<file path="src/rtl/spi_slave_rx_tx_if.sv">
// Word-level handshake bundle between the SPI slave and its host logic.
// TX words flow in, received words and the overrun flag flow out.
interface spi_slave_rx_tx_if #(
  parameter int DATA_W = 8
);
  logic [DATA_W-1:0] tx_data_i;
  logic              tx_valid_i;
  logic              tx_ready_o;
  logic [DATA_W-1:0] rx_data_o;
  logic              rx_valid_o;
  logic              rx_ready_i;
  logic              rx_overrun_o;

  modport slave (
    input  tx_data_i, tx_valid_i, rx_ready_i,
    output tx_ready_o, rx_data_o, rx_valid_o, rx_overrun_o
  );

  modport master (
    output tx_data_i, tx_valid_i, rx_ready_i,
    input  tx_ready_o, rx_data_o, rx_valid_o, rx_overrun_o
  );
endinterface

</file>
<file path="src/rtl/spi_slave_rx_tx.sv">
// Mode-0 SPI slave, oversampled by clk_i, with a one-word TX buffer
// and a single registered RX word with a sticky overrun flag.
module spi_slave_rx_tx #(
  parameter int              DATA_W      = 8,
  parameter int              SYNC_STAGES = 2,
  parameter logic [DATA_W-1:0] TX_FILL   = '1
) (
  input  logic clk_i,
  input  logic rst_ni,
  input  logic sclk_i,
  input  logic cs_n_i,
  input  logic mosi_i,
  output logic miso_o,
  output logic miso_oe_o,
  output logic busy_o,
  spi_slave_rx_tx_if.slave bus
);
  localparam int CW = $clog2(DATA_W);

  typedef enum logic {IDLE, ACTIVE} state_t;

  state_t r_state, w_state_nx;

  logic [SYNC_STAGES-1:0] r_sclk_sync, r_cs_sync, r_mosi_sync, r_vld;
  logic r_sclk_d, r_cs_d, r_armed;
  logic w_sclk, w_cs, w_mosi;
  logic w_sclk_rise, w_sclk_fall, w_cs_fall, w_cs_rise;

  logic [CW-1:0]     r_cnt;
  logic [DATA_W-2:0] r_rx_sh;
  logic [DATA_W-1:0] r_tx_sh, r_tx_buf, r_rx_data;
  logic              r_tx_full, r_rx_valid, r_ovr;
  logic              w_active, w_start, w_rise, w_fall;
  logic              w_last, w_bnd, w_reload, w_accept;
  logic [DATA_W-1:0] w_rx_word;

  assign w_sclk = r_sclk_sync[SYNC_STAGES-1];
  assign w_cs   = r_cs_sync[SYNC_STAGES-1];
  assign w_mosi = r_mosi_sync[SYNC_STAGES-1];

  // r_armed blocks a start until cs_n is seen high after reset
  always_ff @(posedge clk_i) begin
    if (!rst_ni) begin
      r_sclk_sync <= '0;
      r_cs_sync   <= '1;
      r_mosi_sync <= '0;
      r_vld       <= '0;
      r_sclk_d    <= 1'b0;
      r_cs_d      <= 1'b1;
      r_armed     <= 1'b0;
    end else begin
      r_sclk_sync <= {r_sclk_sync[SYNC_STAGES-2:0], sclk_i};
      r_cs_sync   <= {r_cs_sync[SYNC_STAGES-2:0], cs_n_i};
      r_mosi_sync <= {r_mosi_sync[SYNC_STAGES-2:0], mosi_i};
      r_vld       <= {r_vld[SYNC_STAGES-2:0], 1'b1};
      r_sclk_d    <= w_sclk;
      r_cs_d      <= w_cs;
      if (r_vld[SYNC_STAGES-1] && w_cs)
        r_armed <= 1'b1;
    end
  end

  assign w_sclk_rise = w_sclk & ~r_sclk_d;
  assign w_sclk_fall = ~w_sclk & r_sclk_d;
  assign w_cs_fall   = r_armed & ~w_cs & r_cs_d;
  assign w_cs_rise   = w_cs & ~r_cs_d;

  always_ff @(posedge clk_i) begin
    if (!rst_ni) r_state <= IDLE;
    else         r_state <= w_state_nx;
  end

  always_comb begin
    w_state_nx = r_state;
    unique case (r_state)
      IDLE:    if (w_cs_fall) w_state_nx = ACTIVE;
      ACTIVE:  if (w_cs_rise) w_state_nx = IDLE;
      default: w_state_nx = IDLE;
    endcase
  end

  always_comb begin
    busy_o    = 1'b0;
    miso_oe_o = 1'b0;
    miso_o    = 1'b0;
    if (r_state == ACTIVE) begin
      busy_o    = 1'b1;
      miso_oe_o = 1'b1;
      miso_o    = r_tx_sh[DATA_W-1];
    end
  end

  assign w_active  = (r_state == ACTIVE);
  assign w_start   = (r_state == IDLE) & w_cs_fall;
  assign w_rise    = w_active & ~w_cs_rise & w_sclk_rise;
  assign w_fall    = w_active & ~w_cs_rise & w_sclk_fall;
  assign w_last    = (r_cnt == CW'(DATA_W - 1));
  assign w_bnd     = (r_cnt == '0);
  assign w_reload  = w_start | (w_fall & w_bnd);
  assign w_accept  = bus.tx_valid_i & ~r_tx_full;
  assign w_rx_word = {r_rx_sh, w_mosi};

  always_ff @(posedge clk_i) begin
    if (!rst_ni) begin
      r_cnt      <= '0;
      r_rx_sh    <= '0;
      r_tx_sh    <= '0;
      r_tx_buf   <= '0;
      r_tx_full  <= 1'b0;
      r_rx_data  <= '0;
      r_rx_valid <= 1'b0;
      r_ovr      <= 1'b0;
    end else begin
      if (w_start)
        r_cnt <= '0;
      else if (w_rise)
        r_cnt <= w_last ? '0 : r_cnt + 1'b1;

      if (w_rise)
        r_rx_sh <= w_rx_word[DATA_W-2:0];

      // reload never bypasses a word accepted in the same cycle
      if (w_reload)
        r_tx_sh <= r_tx_full ? r_tx_buf : TX_FILL;
      else if (w_fall)
        r_tx_sh <= {r_tx_sh[DATA_W-2:0], 1'b0};

      if (w_accept) begin
        r_tx_buf  <= bus.tx_data_i;
        r_tx_full <= 1'b1;
      end else if (w_reload) begin
        r_tx_full <= 1'b0;
      end

      if (w_rise && w_last) begin
        r_rx_data  <= w_rx_word;
        r_rx_valid <= 1'b1;
        if (r_rx_valid && !bus.rx_ready_i)
          r_ovr <= 1'b1;
      end else if (r_rx_valid && bus.rx_ready_i) begin
        r_rx_valid <= 1'b0;
      end
    end
  end

  assign bus.tx_ready_o   = ~r_tx_full;
  assign bus.rx_data_o    = r_rx_data;
  assign bus.rx_valid_o   = r_rx_valid;
  assign bus.rx_overrun_o = r_ovr;
endmodule

</file>
<file path="src/flat_wrapper.sv">
// flat-port wrapper written by rule: the top's interface ports become plain ports
module spi_slave_rx_tx_flat 
#(
  parameter int              DATA_W      = 8,
  parameter int              SYNC_STAGES = 2,
  parameter logic [DATA_W-1:0] TX_FILL   = '1
)
  (clk_i, rst_ni, sclk_i, cs_n_i, mosi_i, miso_o, miso_oe_o, busy_o, bus_tx_data_i, bus_tx_valid_i, bus_rx_ready_i, bus_tx_ready_o, bus_rx_data_o, bus_rx_valid_o, bus_rx_overrun_o);
  spi_slave_rx_tx_if #(.DATA_W(DATA_W)) bus_i ();
  input  logic clk_i;
  input  logic rst_ni;
  input  logic sclk_i;
  input  logic cs_n_i;
  input  logic mosi_i;
  output logic miso_o;
  output logic miso_oe_o;
  output logic busy_o;
  input wire logic [$bits(bus_i.tx_data_i)-1:0] bus_tx_data_i;
  input wire logic [$bits(bus_i.tx_valid_i)-1:0] bus_tx_valid_i;
  input wire logic [$bits(bus_i.rx_ready_i)-1:0] bus_rx_ready_i;
  output wire logic [$bits(bus_i.tx_ready_o)-1:0] bus_tx_ready_o;
  output wire logic [$bits(bus_i.rx_data_o)-1:0] bus_rx_data_o;
  output wire logic [$bits(bus_i.rx_valid_o)-1:0] bus_rx_valid_o;
  output wire logic [$bits(bus_i.rx_overrun_o)-1:0] bus_rx_overrun_o;
  assign bus_i.tx_data_i = bus_tx_data_i;
  assign bus_i.tx_valid_i = bus_tx_valid_i;
  assign bus_i.rx_ready_i = bus_rx_ready_i;
  assign bus_tx_ready_o = bus_i.tx_ready_o;
  assign bus_rx_data_o = bus_i.rx_data_o;
  assign bus_rx_valid_o = bus_i.rx_valid_o;
  assign bus_rx_overrun_o = bus_i.rx_overrun_o;
  spi_slave_rx_tx #(.DATA_W(DATA_W), .SYNC_STAGES(SYNC_STAGES), .TX_FILL(TX_FILL)) u_core (.clk_i(clk_i), .rst_ni(rst_ni), .sclk_i(sclk_i), .cs_n_i(cs_n_i), .mosi_i(mosi_i), .miso_o(miso_o), .miso_oe_o(miso_oe_o), .busy_o(busy_o), .bus(bus_i));
endmodule
</file>
<file path="config.mk">
export PLATFORM = sky130hd
export DESIGN_NAME = spi_slave_rx_tx_flat
export DESIGN_NICKNAME = d
export VERILOG_FILES = /design/src/rtl/spi_slave_rx_tx_if.sv /design/src/rtl/spi_slave_rx_tx.sv /design/src/flat_wrapper.sv
export SDC_FILE = /design/constraint.sdc
export NUM_CORES = 1
export LEC_CHECK = 0
export CORE_MARGIN = 3
export CORE_UTILIZATION = 52
export DETAILED_ROUTE_END_ITERATION = 7
export PLACE_DENSITY = 0.74
export SLEW_MARGIN = 20
export SYNTH_ARGS = -nofsm -noshare
export SYNTH_HDL_FRONTEND = slang
export SYNTH_SLANG_ARGS = --single-unit
export TNS_END_PERCENT = 5
</file>
<file path="constraint.sdc">
create_clock -name clk_i -period 1.89 [get_ports clk_i]
set_input_delay 0.378 -clock clk_i [delete_from_list [all_inputs] [get_ports clk_i]]
set_output_delay 0.378 -clock clk_i [all_outputs]
set_load 0.01 [all_outputs]
</file>
==> summary.txt <==
Worst setup path
  – Crit Path Class: register to output port
  – Cell with the biggest individual delay on the critical path: sky130_fd_sc_hd__clkdlybuf4s50_1
  – Reg-to-reg slack, setup: roughly 0.28 ns
  – Capturing point of the worst reg2reg path: u_core.r_tx_sh[5]$_SDFFE_PN0P_
  – Crit-path max FO: 11
  – Number of cells on the worst reg-to-reg path: 5
  – Kind of end point of the critical path: output port
  – Number of stages on the worst setup path: 2
  – Sort of element at the start of the critical path: register
  – Worst R2R Start: u_core.r_cnt[0]$_SDFFE_PP0P_
  – Delay of the slowest cell on the worst path: 0.52 ns
  – Worst-path cell chain: and2_1 > clkdlybuf4s50_1
  – Combined buffer and inverter count along the critical path: 1
  – Endpoint arrival time on the critical path: about 1.5 ns
  – Required time of the critical path: 1.51 ns
  – Cell type group with the largest total delay on the critical path: buffers and inverters

Layout
  – Final design area excluding fillers: roughly 2300 sq um
  – Share of post-route cells with drive strength above 1: under 10%
  – # nets final: between 200 and 250
  – Number of antenna repair diodes: 0
  – End-of-flow core utilization: 67.8%
  – P&R area growth vs syn: 23.1%

Clock network
  – H-tree depth reported by CTS: 2
  – Reg clk slew, reported paths: roughly 0.13 ns
  – Number of buffers added to fix hold violations after cts: 0
  – Root cell of the clock tree: sky130_fd_sc_hd__clkbuf_4
  – Post-CTS setup buffer count: 0
  – Cts bufs inserted: 5
  – Post-CTS sizing: 2
  – Clock tree from TritonCTS: done
  – Number of sinks on the clock net: 49
  – Clock latency on the worst-skew pair: 0.36 ns
  – Buffer levels on the longest clock path: 2

Power
  – PD cells: 795 nW/um^2
  – Worst IR drop on VDD: roughly 0.51 mV
  – Static leakage: just under 1 nW

Placed design
  – Number of port buffers: 28
  – HPWL after DPL: about 2.5 mm
  – RePlAce Congestion: around 0.73
  – Placed inst area: ~2200 sq um

Min path
  – Worst Hold Path Cells: 1
  – Capture endpoint of the worst hold path: u_core.r_cs_sync[1]$_SDFF_PN1_
  – Class of the most critical hold timing path: register to register
  – Source of the worst hold timing path: u_core.r_cs_sync[0]$_SDFF_PN1_

GRT
  – Maximum number of pins on one net before global-route repair: 29
  – First-pass GRT wire length: a little under 6 mm
  – Global router's overall resource usage: between 10% and 20%
  – Initial antenna violation count: 0
  – Via count of the first global-routing pass: approximately 1.3k
  – Residual overflow from global routing: 0

Yosys
  – Net count after synthesis: 209
  – Mapped Area: between 1500 and 2000 sq um
  – Area contributors post-synth: sky130_fd_sc_hd__dfxtp_1, sky130_fd_sc_hd__mux2i_1, sky130_fd_sc_hd__nor2_1, sky130_fd_sc_hd__nand2b_1, sky130_fd_sc_hd__a21oi_1
  – Complex-gate fraction of the synthesized area: under 10%
  – Area share of the largest cell type after synthesis: a little over half
  – Number of synthesis warnings: 0
  – EDFF count, synth: 0
  – Cell count after synthesis: between 150 and 200
  – Post-synthesis simple-gate area fraction: between 20% and 30%
  – Top FF cell, synth: sky130_fd_sc_hd__dfxtp_1
  – Synthesized flop and latch total: 49
  – Number of distinct library cell variants in the gate-level netlist after synthesis: 28
  – Post-synth ARST share: 0%
  – Dominant combinational cell family by area after synthesis: simple AND/OR/NAND/NOR gates
  – Dominant cell by count in the synthesized netlist: sky130_fd_sc_hd__dfxtp_1
  – Synthesized-area fraction occupied by adder cells: about 2%
  – Most used standard cells in the synthesized netlist: sky130_fd_sc_hd__dfxtp_1, sky130_fd_sc_hd__mux2i_1, sky130_fd_sc_hd__nor2_1, sky130_fd_sc_hd__nand2_1, sky130_fd_sc_hd__a21oi_1
  – Syn_area_per_cell: roughly 10 sq um
  – Area share of xor/xnor cells in the synthesized design: 0%
  – Most area-hungry cell type in the Yosys netlist: sky130_fd_sc_hd__dfxtp_1
  – Sequential fraction of the synthesis area: 52.1%
  – Multiplexer area fraction after synthesis: between 10% and 20%

STA
  – Transition time at the pin with the least slew margin: 0.548 ns
  – Clock skew after layout: approximately 0.010 ns
  – Total count of hold-check failures in the final report: 0
  – RSZ-0062 raised after global routing: no
  – Setup total negative slack: 0 ns
  – Highest achievable clock rate: 0.546 GHz
  – Clock period minus worst slack: between 1.5 and 2 ns
  – Period Utilization, post-route: a little over nine tenths
  – Slew HR: a little under two thirds
  – Number of setup violations in the final report: 0
  – Count of final max-slew check failures: 0

Detailed routing
  – Via-per-instance ratio: a little over 5
  – Wire length on met3: 111 microns
  – Final wirelength: roughly 3.4 mm
  – Met2 wire length: ~1.7 mm
  – Drt first-iter violations: 88
  – Routed via count: about 1.4k
  – Wire length per cell after detailed routing: 12.5 microns
  – Post-Route M1 WL: 1.47 mm
  – Routed Antenna Nets: 0
  – Number of detailed-routing iterations run before antenna repair: 4
  – Residual DRC count: 0
  – Top routing layer in use: met4

Floorplan
  – Die Area: 4380 sq um
  – Die Height: ~66 microns
  – Die X-Extent: 66.2 microns
  – Top-Level Pins: 29
  – Number of rows in the core area: 21
  – Initial core utilization: between 50% and 60%
  – Core region area: 3420 sq um

Run status
  – Run status: complete, no violations

Run
  – Max-cap check violation count: 0
[metrics by stage]
step	setup slack, ns	power, W	hold slack, ns	instances
floorplan	0.460	0.00117	0.386	191
global placement	0.316	0.00122	0.391	262
detailed placement	0.276	0.00123	0.400	262
CTS	0.0434	0.00187	0.428	270
global route	0.0165	0.00192	0.437	270
finish	0.0582	0.00184	0.420	270
[logic make-up (layout without fill, tap and decap cells)]
| family | after synthesis | after routing |
|---|---|---|
| buffers and inverters | 15 | 48 |
| flip-flops | 49 | 49 |
| AND/OR/NAND/NOR | 75 | 75 |
| multiplexers | 23 | 23 |
| AO/OA/AOI/OAI | 26 | 26 |
| adder cells (fa/ha/maj) | 3 | 3 |
[report_power, final]
part / leakage [nW] / internal [W] / switching [W]
Combinational: 0.524 / 0.0000707 / 0.0000618
Clock: 0.0445 / 0.000315 / 0.000322
Sequential: 0.400 / 0.00106 / 0.0000149
[layout make-up]
type	instances	area, sq um
Fill cell	283	1100
Sequential cell	49	985
Multi-Input combinational cell	127	838
Timing Repair Buffer	34	325
Tap cell	46	57.6
Clock buffer	6	51.3
Clock inverter	2	37.5
Inverter	6	22.5
[how the worst max path moves through the flow]
stage	end	startpoint
after floorplan	u_core.r_tx_sh[1]$_SDFFE_PN0P_	u_core.r_state$_SDFF_PN0_
after global placement	miso_o	u_core.r_state$_SDFF_PN0_
after detailed placement	u_core.r_tx_sh[5]$_SDFFE_PN0P_	u_core.r_cnt[0]$_SDFFE_PP0P_
after CTS	miso_o	u_core.r_state$_SDFF_PN0_
after global routing	miso_o	u_core.r_state$_SDFF_PN0_
final	miso_o	u_core.r_state$_SDFF_PN0_
[placed cells by master (no fill, tap or decap), types with 2 or more instances in the layout]
| master | n |
|---|---|
| sky130_fd_sc_hd__inv_1 | 6 |
| sky130_fd_sc_hd__mux2i_1 | 23 |
| sky130_fd_sc_hd__nor2b_1 | 2 |
| sky130_fd_sc_hd__o2bb2ai_1 | 7 |
| sky130_fd_sc_hd__and2_1 | 7 |
| sky130_fd_sc_hd__nand2_1 | 20 |
| sky130_fd_sc_hd__ha_1 | 3 |
| sky130_fd_sc_hd__clkdlybuf4s50_1 | 28 |
| sky130_fd_sc_hd__nor4bb_1 | 2 |
| sky130_fd_sc_hd__buf_4 | 6 |
| sky130_fd_sc_hd__dfxtp_1 | 48 |
| sky130_fd_sc_hd__nor2_1 | 23 |
| sky130_fd_sc_hd__nand2b_1 | 13 |
| sky130_fd_sc_hd__clkbuf_4 | 5 |
| sky130_fd_sc_hd__a21oi_1 | 15 |
[sequential cells by signal, indices dropped and copies added (netlist names)]
name / flops
u_core.r_mosi_sync: 2
u_core.r_state: 1
u_core.bus.rx_overrun_o: 1
u_core.r_armed: 1
u_core.r_tx_sh: 8
u_core.r_sclk_sync: 2
u_core.r_sclk_d: 1
u_core.r_rx_sh: 7
u_core.r_cnt: 3
u_core.r_vld: 2
u_core.r_cs_d: 1
u_core.r_tx_buf: 8
u_core.bus.rx_valid_o: 1
u_core.bus.rx_data_o: 8
u_core.r_cs_sync: 2
u_core.r_tx_full: 1
[routing by layer]
metal / up-vias / track usage [%]
met2: 26 / 31.5
met3: 8 / 3.74
met4: 0 / 7.61
met5: - / 0
li1: 704 / -
met1: 644 / 19.5
[worst register-to-register path, stage by stage (launching register included)]
cell	delay (ns)
sky130_fd_sc_hd__dfxtp_1	0.40
sky130_fd_sc_hd__inv_1	0.06
sky130_fd_sc_hd__ha_1	0.21
sky130_fd_sc_hd__a21oi_2	0.45
sky130_fd_sc_hd__mux2i_1	0.28
sky130_fd_sc_hd__o2bb2ai_1	0.10
(Power assumes the default switching activity.)
